[config.mk]
export PLATFORM = sky130hd
export DESIGN_NAME = bus_master_arbiter_flat
export DESIGN_NICKNAME = d
export VERILOG_FILES = /design/src/rtl/bus_master_arbiter_if.sv /design/src/rtl/bus_master_arbiter.sv /design/src/flat_wrapper.sv
export SDC_FILE = /design/constraint.sdc
export NUM_CORES = 1
export LEC_CHECK = 0
export CAP_MARGIN = 20
export CELL_PAD_IN_SITES_DETAIL_PLACEMENT = 1
export CELL_PAD_IN_SITES_GLOBAL_PLACEMENT = 2
export CORE_MARGIN = 2
export CORE_UTILIZATION = 24
export CTS_CLUSTER_DIAMETER = 80
export DETAILED_ROUTE_END_ITERATION = 10
export GPL_TIMING_DRIVEN = 1
export HOLD_SLACK_MARGIN = 0.03
export PLACE_DENSITY = 0.84
export REMOVE_ABC_BUFFERS = 1
export SLEW_MARGIN = 20
export SYNTH_ARGS = -nofsm -noshare
export SYNTH_HDL_FRONTEND = slang
export SYNTH_SLANG_ARGS = --single-unit
export TNS_END_PERCENT = 20
[constraint.sdc]
create_clock -name clk -period 5.6 [get_ports clk]
set_input_delay 0.84 -clock clk [delete_from_list [all_inputs] [get_ports clk]]
set_output_delay 0.84 -clock clk [all_outputs]
set_load 0.03 [all_outputs]
[src/rtl/bus_master_arbiter_if.sv]
// Purpose: bundle of every handshake/serial signal between two bus masters,
//          the arbiter and the downstream address decoder.
// Modports:
//   slave  - arbiter view: takes m1_*/m2_* requests and data, drives grants and
//            returned data; drives d_* toward the decoder, takes d_* replies.
//   master - environment view (masters + decoder), directions reversed.
interface bus_master_arbiter_if;
  logic m1_breq, m1_bgrant, m1_mode, m1_wr_bus, m1_master_valid, m1_master_ready;
  logic m1_rd_bus, m1_ack, m1_slave_ready, m1_slave_valid;
  logic m2_breq, m2_bgrant, m2_mode, m2_wr_bus, m2_master_valid, m2_master_ready;
  logic m2_rd_bus, m2_ack, m2_slave_ready, m2_slave_valid;
  logic d_mode, d_wr_bus, d_master_valid, d_master_ready;
  logic d_rd_bus, d_ack, d_slave_ready, d_slave_valid;

  modport slave (
    input  m1_breq, m1_mode, m1_wr_bus, m1_master_valid, m1_master_ready,
    output m1_bgrant, m1_rd_bus, m1_ack, m1_slave_ready, m1_slave_valid,
    input  m2_breq, m2_mode, m2_wr_bus, m2_master_valid, m2_master_ready,
    output m2_bgrant, m2_rd_bus, m2_ack, m2_slave_ready, m2_slave_valid,
    output d_mode, d_wr_bus, d_master_valid, d_master_ready,
    input  d_rd_bus, d_ack, d_slave_ready, d_slave_valid
  );

  modport master (
    output m1_breq, m1_mode, m1_wr_bus, m1_master_valid, m1_master_ready,
    input  m1_bgrant, m1_rd_bus, m1_ack, m1_slave_ready, m1_slave_valid,
    output m2_breq, m2_mode, m2_wr_bus, m2_master_valid, m2_master_ready,
    input  m2_bgrant, m2_rd_bus, m2_ack, m2_slave_ready, m2_slave_valid,
    input  d_mode, d_wr_bus, d_master_valid, d_master_ready,
    output d_rd_bus, d_ack, d_slave_ready, d_slave_valid
  );
endinterface

[src/rtl/bus_master_arbiter.sv]
// Purpose: shares the decoder's single serial master port between masters M1
//          and M2. Round-robin on simultaneous requests, idle-grant revocation
//          when the other master waits, one-cycle HANDOVER between owners.
// Ports:
//   clk   - system clock, rising edge
//   rstn  - asynchronous active-low reset
//   bus   - bus_master_arbiter_if.slave: m1_*/m2_* master side, d_* decoder side
module bus_master_arbiter #(
  parameter int unsigned IDLE_TIMEOUT = 16
) (
  input  logic                 clk,
  input  logic                 rstn,
  bus_master_arbiter_if.slave  bus
);

  localparam int unsigned CNT_W = $clog2(IDLE_TIMEOUT + 1);
  localparam logic [CNT_W-1:0] CNT_MAX    = CNT_W'(IDLE_TIMEOUT);
  localparam logic [CNT_W-1:0] CNT_REVOKE = CNT_W'(IDLE_TIMEOUT - 1);

  typedef enum logic [1:0] {
    ST_IDLE     = 2'd0,
    ST_GRANT1   = 2'd1,
    ST_GRANT2   = 2'd2,
    ST_HANDOVER = 2'd3
  } state_e;

  state_e           state_q, state_d;
  logic             last_m2_q, last_m2_d;  // 1: M2 held the last grant
  logic [CNT_W-1:0] cnt_q, cnt_d;

  logic own_breq, own_valid, other_breq, granted_m2;

  // State register
  always_ff @(posedge clk or negedge rstn) begin
    if (!rstn) begin
      state_q   <= ST_IDLE;
      last_m2_q <= 1'b1;
      cnt_q     <= '0;
    end else begin
      state_q   <= state_d;
      last_m2_q <= last_m2_d;
      cnt_q     <= cnt_d;
    end
  end

  // Signals of the current owner, selected by state
  always_comb begin
    granted_m2 = (state_q == ST_GRANT2);
    own_breq   = granted_m2 ? bus.m2_breq         : bus.m1_breq;
    own_valid  = granted_m2 ? bus.m2_master_valid : bus.m1_master_valid;
    other_breq = granted_m2 ? bus.m1_breq         : bus.m2_breq;
  end

  // Next-state, round-robin and idle counter
  always_comb begin
    state_d   = state_q;
    last_m2_d = last_m2_q;
    cnt_d     = cnt_q;
    case (state_q)
      ST_IDLE: begin
        cnt_d = '0;
        if (bus.m1_breq && bus.m2_breq) state_d = last_m2_q ? ST_GRANT1 : ST_GRANT2;
        else if (bus.m1_breq)           state_d = ST_GRANT1;
        else if (bus.m2_breq)           state_d = ST_GRANT2;
      end
      ST_GRANT1, ST_GRANT2: begin
        // Release or revoke; both together still give a single HANDOVER
        if (!own_breq || (cnt_q == CNT_REVOKE && !own_valid && other_breq)) begin
          state_d   = ST_HANDOVER;
          last_m2_d = granted_m2;
          cnt_d     = '0;
        end else if (own_valid) begin
          cnt_d = '0;
        end else if (cnt_q != CNT_MAX) begin
          cnt_d = cnt_q + CNT_W'(1);
        end
      end
      ST_HANDOVER: begin
        state_d = ST_IDLE;
        cnt_d   = '0;
      end
      default: state_d = ST_IDLE;
    endcase
  end

  assign bus.m1_bgrant = (state_q == ST_GRANT1);
  assign bus.m2_bgrant = (state_q == ST_GRANT2);

  // Zero-latency routing between the owner and the decoder; everything else 0
  always_comb begin
    bus.d_mode          = 1'b0;
    bus.d_wr_bus        = 1'b0;
    bus.d_master_valid  = 1'b0;
    bus.d_master_ready  = 1'b0;
    bus.m1_rd_bus       = 1'b0;
    bus.m1_ack          = 1'b0;
    bus.m1_slave_ready  = 1'b0;
    bus.m1_slave_valid  = 1'b0;
    bus.m2_rd_bus       = 1'b0;
    bus.m2_ack          = 1'b0;
    bus.m2_slave_ready  = 1'b0;
    bus.m2_slave_valid  = 1'b0;
    case (state_q)
      ST_GRANT1: begin
        bus.d_mode         = bus.m1_mode;
        bus.d_wr_bus       = bus.m1_wr_bus;
        bus.d_master_valid = bus.m1_master_valid;
        bus.d_master_ready = bus.m1_master_ready;
        bus.m1_rd_bus      = bus.d_rd_bus;
        bus.m1_ack         = bus.d_ack;
        bus.m1_slave_ready = bus.d_slave_ready;
        bus.m1_slave_valid = bus.d_slave_valid;
      end
      ST_GRANT2: begin
        bus.d_mode         = bus.m2_mode;
        bus.d_wr_bus       = bus.m2_wr_bus;
        bus.d_master_valid = bus.m2_master_valid;
        bus.d_master_ready = bus.m2_master_ready;
        bus.m2_rd_bus      = bus.d_rd_bus;
        bus.m2_ack         = bus.d_ack;
        bus.m2_slave_ready = bus.d_slave_ready;
        bus.m2_slave_valid = bus.d_slave_valid;
      end
      default: ;
    endcase
  end

endmodule
[src/flat_wrapper.sv]
// flat-port wrapper written by rule: the top's interface ports become plain ports
module bus_master_arbiter_flat 
#(
  parameter int unsigned IDLE_TIMEOUT = 16
)
  (clk, rstn, bus_m1_breq, bus_m1_mode, bus_m1_wr_bus, bus_m1_master_valid, bus_m1_master_ready, bus_m1_bgrant, bus_m1_rd_bus, bus_m1_ack, bus_m1_slave_ready, bus_m1_slave_valid, bus_m2_breq, bus_m2_mode, bus_m2_wr_bus, bus_m2_master_valid, bus_m2_master_ready, bus_m2_bgrant, bus_m2_rd_bus, bus_m2_ack, bus_m2_slave_ready, bus_m2_slave_valid, bus_d_mode, bus_d_wr_bus, bus_d_master_valid, bus_d_master_ready, bus_d_rd_bus, bus_d_ack, bus_d_slave_ready, bus_d_slave_valid);
  bus_master_arbiter_if bus_i ();
  input  logic clk;
  input  logic rstn;
  input wire logic [$bits(bus_i.m1_breq)-1:0] bus_m1_breq;
  input wire logic [$bits(bus_i.m1_mode)-1:0] bus_m1_mode;
  input wire logic [$bits(bus_i.m1_wr_bus)-1:0] bus_m1_wr_bus;
  input wire logic [$bits(bus_i.m1_master_valid)-1:0] bus_m1_master_valid;
  input wire logic [$bits(bus_i.m1_master_ready)-1:0] bus_m1_master_ready;
  output wire logic [$bits(bus_i.m1_bgrant)-1:0] bus_m1_bgrant;
  output wire logic [$bits(bus_i.m1_rd_bus)-1:0] bus_m1_rd_bus;
  output wire logic [$bits(bus_i.m1_ack)-1:0] bus_m1_ack;
  output wire logic [$bits(bus_i.m1_slave_ready)-1:0] bus_m1_slave_ready;
  output wire logic [$bits(bus_i.m1_slave_valid)-1:0] bus_m1_slave_valid;
  input wire logic [$bits(bus_i.m2_breq)-1:0] bus_m2_breq;
  input wire logic [$bits(bus_i.m2_mode)-1:0] bus_m2_mode;
  input wire logic [$bits(bus_i.m2_wr_bus)-1:0] bus_m2_wr_bus;
  input wire logic [$bits(bus_i.m2_master_valid)-1:0] bus_m2_master_valid;
  input wire logic [$bits(bus_i.m2_master_ready)-1:0] bus_m2_master_ready;
  output wire logic [$bits(bus_i.m2_bgrant)-1:0] bus_m2_bgrant;
  output wire logic [$bits(bus_i.m2_rd_bus)-1:0] bus_m2_rd_bus;
  output wire logic [$bits(bus_i.m2_ack)-1:0] bus_m2_ack;
  output wire logic [$bits(bus_i.m2_slave_ready)-1:0] bus_m2_slave_ready;
  output wire logic [$bits(bus_i.m2_slave_valid)-1:0] bus_m2_slave_valid;
  output wire logic [$bits(bus_i.d_mode)-1:0] bus_d_mode;
  output wire logic [$bits(bus_i.d_wr_bus)-1:0] bus_d_wr_bus;
  output wire logic [$bits(bus_i.d_master_valid)-1:0] bus_d_master_valid;
  output wire logic [$bits(bus_i.d_master_ready)-1:0] bus_d_master_ready;
  input wire logic [$bits(bus_i.d_rd_bus)-1:0] bus_d_rd_bus;
  input wire logic [$bits(bus_i.d_ack)-1:0] bus_d_ack;
  input wire logic [$bits(bus_i.d_slave_ready)-1:0] bus_d_slave_ready;
  input wire logic [$bits(bus_i.d_slave_valid)-1:0] bus_d_slave_valid;
  assign bus_i.m1_breq = bus_m1_breq;
  assign bus_i.m1_mode = bus_m1_mode;
  assign bus_i.m1_wr_bus = bus_m1_wr_bus;
  assign bus_i.m1_master_valid = bus_m1_master_valid;
  assign bus_i.m1_master_ready = bus_m1_master_ready;
  assign bus_m1_bgrant = bus_i.m1_bgrant;
  assign bus_m1_rd_bus = bus_i.m1_rd_bus;
  assign bus_m1_ack = bus_i.m1_ack;
  assign bus_m1_slave_ready = bus_i.m1_slave_ready;
  assign bus_m1_slave_valid = bus_i.m1_slave_valid;
  assign bus_i.m2_breq = bus_m2_breq;
  assign bus_i.m2_mode = bus_m2_mode;
  assign bus_i.m2_wr_bus = bus_m2_wr_bus;
  assign bus_i.m2_master_valid = bus_m2_master_valid;
  assign bus_i.m2_master_ready = bus_m2_master_ready;
  assign bus_m2_bgrant = bus_i.m2_bgrant;
  assign bus_m2_rd_bus = bus_i.m2_rd_bus;
  assign bus_m2_ack = bus_i.m2_ack;
  assign bus_m2_slave_ready = bus_i.m2_slave_ready;
  assign bus_m2_slave_valid = bus_i.m2_slave_valid;
  assign bus_d_mode = bus_i.d_mode;
  assign bus_d_wr_bus = bus_i.d_wr_bus;
  assign bus_d_master_valid = bus_i.d_master_valid;
  assign bus_d_master_ready = bus_i.d_master_ready;
  assign bus_i.d_rd_bus = bus_d_rd_bus;
  assign bus_i.d_ack = bus_d_ack;
  assign bus_i.d_slave_ready = bus_d_slave_ready;
  assign bus_i.d_slave_valid = bus_d_slave_valid;
  bus_master_arbiter #(.IDLE_TIMEOUT(IDLE_TIMEOUT)) u_core (.clk(clk), .rstn(rstn), .bus(bus_i));
endmodule
==> impl_metrics.csv <==
group,metric,value,unit
outcome,run_status,"completed",
yosys,synthTopCellsByArea,"dfrtp_1 (27%), ha_1 (12%), and2_1 (7.7%), dfstp_2 (4.0%), inv_1 (4.0%)",
clock_network,cts_setup_buffers,0,
place,dp_hpwl,1449,µm
power,p_int,254.7,µW
clock_network,clk_latency,0.25,ns
yosys,synth_top_cells_by_count,"and2_1 (8), dfrtp_1 (7), inv_1 (7), ha_1 (6), nor2_1 (6)",
power,total_leakage_power,0.0004085,µW
timing,finClkSkew,0.0006792,ns
yosys,syn-cell-area,650.6,µm²
layout,areaGrowthSynthToFinish,53.65,%
place,port_buffers,29,
yosys,synthCells,68,
clock_network,cts_hold_buf,0,
critical_path,cp-start-kind,"input port",
critical_path,crit_buf_inv,2,
critical_path,path_cells,"clkdlybuf4s50_1 > nand2_1 > a21oi_1 > clkdlybuf4s50_1",
layout,finalInstanceArea,999.7,µm²
clock_network,cts-htree-levels,1,
yosys,synth_top_area_share,26.92,%
layout,fin_util,39.63,%
yosys,yosys_warnings,0,
yosys,ys_types,31,
drt,dr.pass1.iters,4,
timing,slew_violations,0,
grt,grt_pass1_vias,655,
timing,finalCritPeriodShare,54.95,%
layout,fin_nets,123,
drt,postRouteAntennaNets,0,
critical_path,crit_top_cell,"clkdlybuf4s50_1",
clock_network,cts_buffers,3,
clock_network,cts_tree,"done",
timing,finalCriticalPeriod,3.077,ns
timing,fin_ws,2.523,ns
yosys,synth_top_area_cell,"dfrtp_1",
place,post-place-ws,2.521,ns
yosys,avgSynthCellArea,9.568,µm²
yosys,synth_ff_type,"dfrtp_1",
power,power_frac_seq,18.1,%
yosys,ys_seq_elements,8,
drt,vias,605,
floorplan,die_y,56.07,µm
job,maxCapViolations,0,
place,globalplace.congestion,0.6629,
floorplan,rows,18,
power,p_clk_share,10.0,%
clock_network,cts_root_buf,"clkbuf_4",
power,p_sw,225.2,µW
clock_network,clockBufferDepth,2,
yosys,ys_seq_area_share,30.96,%
power,comb_power_share,71.9,%
timing,rsz0062_at_grt,"no",
place,place_area,973.4,µm²
timing,timing.fmax,325.0,MHz
clock_network,cts_resized,0,
drt,initialDrtViolationCount,3,
grt,grt_start_max_net_pins,14,
layout,n_fill_cell,308,
yosys,synth-edff-count,0,
timing,worst_pin_slew,0.4516,ns
critical_path,critical-path-max-stage-delay,0.68,ns
timing,relSlewSlack,69.89,%
drt,wl_per_cell,13.22,µm
yosys,yosysMostFrequentCell,"and2_1",
grt,grt_overflow,0,
layout,final_layout_size_suffix_gt1_share,13.00,%
critical_path,crit_slowest_cell,"clkdlybuf4s50_1",
floorplan,die_area,0.003143,mm²
drt,drc,0,
drt,routed_wl,1718,µm
layout,diodes,0,
critical_path,cp_top_family,"buffers and inverters",
drt,viasPerCell,4.654,
floorplan,io_pins,30,
critical_path,required,4.76,ns
timing,finalHoldViolCount,0,
critical_path,end_kind,"output port",
clock_network,path_clk_slew,0.06,ns
power,power_density,480.0,mW/mm²
critical_path,critical_path_class,"input port to output port",
floorplan,die_w,56.07,µm
power,irDropWorstVdd,0.2301,mV
critical_path,worstPathArrival,2.24,ns
grt,antenna_found_initial,0,
critical_path,worstPathMaxFanout,2,
grt,grt_usage,11.98,%
clock_network,clock-sinks,8,
floorplan,start_util,25.79,%
timing,setup_viol,0,
floorplan,core-area,0.002522,mm²
power,switching_share,46.93,%
yosys,synth-async-reset-ratio,100.0,%
timing,finalSetupTns,0,ns
hold_path,hold_path.class,"flip-flop to flip-flop",
grt,grt_first_pass_wirelength,3008,µm
timing,hold_ws,0.5503,ns
## worst register-to-register path, cell delays in order (launching register included)
cell	delay, ns
dfrtp_1	0.39
ha_1	0.22
and3_1	0.19
ha_1	0.19
nand3b_1	0.10
a32oi_2	0.18
nand4b_1	0.36
nor3_2	0.23
## layout by cell type (no fill, tap or decap), drive strengths merged
master,count
o21ba,1
nor3,1
a22oi,3
ha,6
mux2,1
and2,8
mux2i,2
a21bo,1
nor2,6
dfrtp,7
nor4b,1
a32oi,2
xor2,1
xnor2,2
o21ai,1
a2bb2oi,1
a21oi,2
nor3b,1
nand4b,1
nand3,1
nand3b,2
clkdlybuf4s50,29
and3,1
nor2b,1
dfstp,1
nand2,4
inv,7
nand2b,1
clkbuf,4
a21o,1
## flip-flops by register name, indices dropped and copies added (netlist names)
| name | cells |
|---|---|
| u_core.last_m2_q | 1 |
| u_core.state_q | 2 |
| u_core.cnt_q | 5 |
## path summary, 6_finish.rpt
check | start | to | slack (ns) | depth (start not counted)
min in group asynchronous | rstn | u_core.state_q[0]$_DFFE_PN0P_ | 0.87 | 1
hold / removal | u_core.state_q[1]$_DFFE_PN0P_ | u_core.state_q[1]$_DFFE_PN0P_ | 0.55 | 2
hold reg to reg | u_core.state_q[1]$_DFFE_PN0P_ | u_core.state_q[1]$_DFFE_PN0P_ | 0.55 | 2
setup reg to reg | u_core.cnt_q[0]$_DFFE_PN0P_ | u_core.cnt_q[2]$_DFFE_PN0P_ | 3.65 | 7
setup / recovery | bus_m2_master_valid | bus_d_master_valid | 2.52 | 4
max in group asynchronous | rstn | u_core.last_m2_q$_DFFE_PN1P_ | 4.42 | 1
## cell type report
type                            count  area [µm²]  share of cell area (%)
Clock buffer                        4       26.28                   2.628
Inverter                            7       26.28                   2.628
Multi-Input combinational cell     52       417.9                   41.80
Sequential cell                     8       201.4                   20.15
Tap cell                           30       37.54                   3.755
Timing Repair Buffer               29       290.3                   29.04
## power by group through the flow
stage | Sequential (µW) | Clock, µW | Combinational [µW]
finish | 86.9 | 47.8 | 345
global route | 90.1 | 54.0 | 374
CTS | 87.3 | 51.0 | 352
detailed placement | 88.5 | 0 | 349
global placement | 88.1 | 0 | 346
floorplan | 85.6 | 0 | 232
## layer usage
metal / routed length, µm / global-route usage, % / vias up
met4: 0 / 4.082 / 0
met5: 0 / 0 / -
met2: 868 / 19.33 / 2
li1: - / - / 299
met3: 25 / 2.326 / 0
met1: 825 / 15.87 / 304
## cell families after synthesis
kind of cell,count (synthesis),synth area share [%]
simple gates,28,27.89
compound gates,12,15.39
buf+inv,8,4.808
flops,8,30.96
fa+ha+maj,6,11.54
xor+xnor,3,4.039
mux,3,5.384
## per-stage QoR
step           power, µW  instances
4_1_cts            490.1        130
2_1_floorplan      317.3         67
6_report           479.9        130
5_1_grt            517.9        130
3_5_place_dp       437.3        126
3_3_place_gp       434.1        126
No activity file was read; power rests on OpenSTA's default activity.
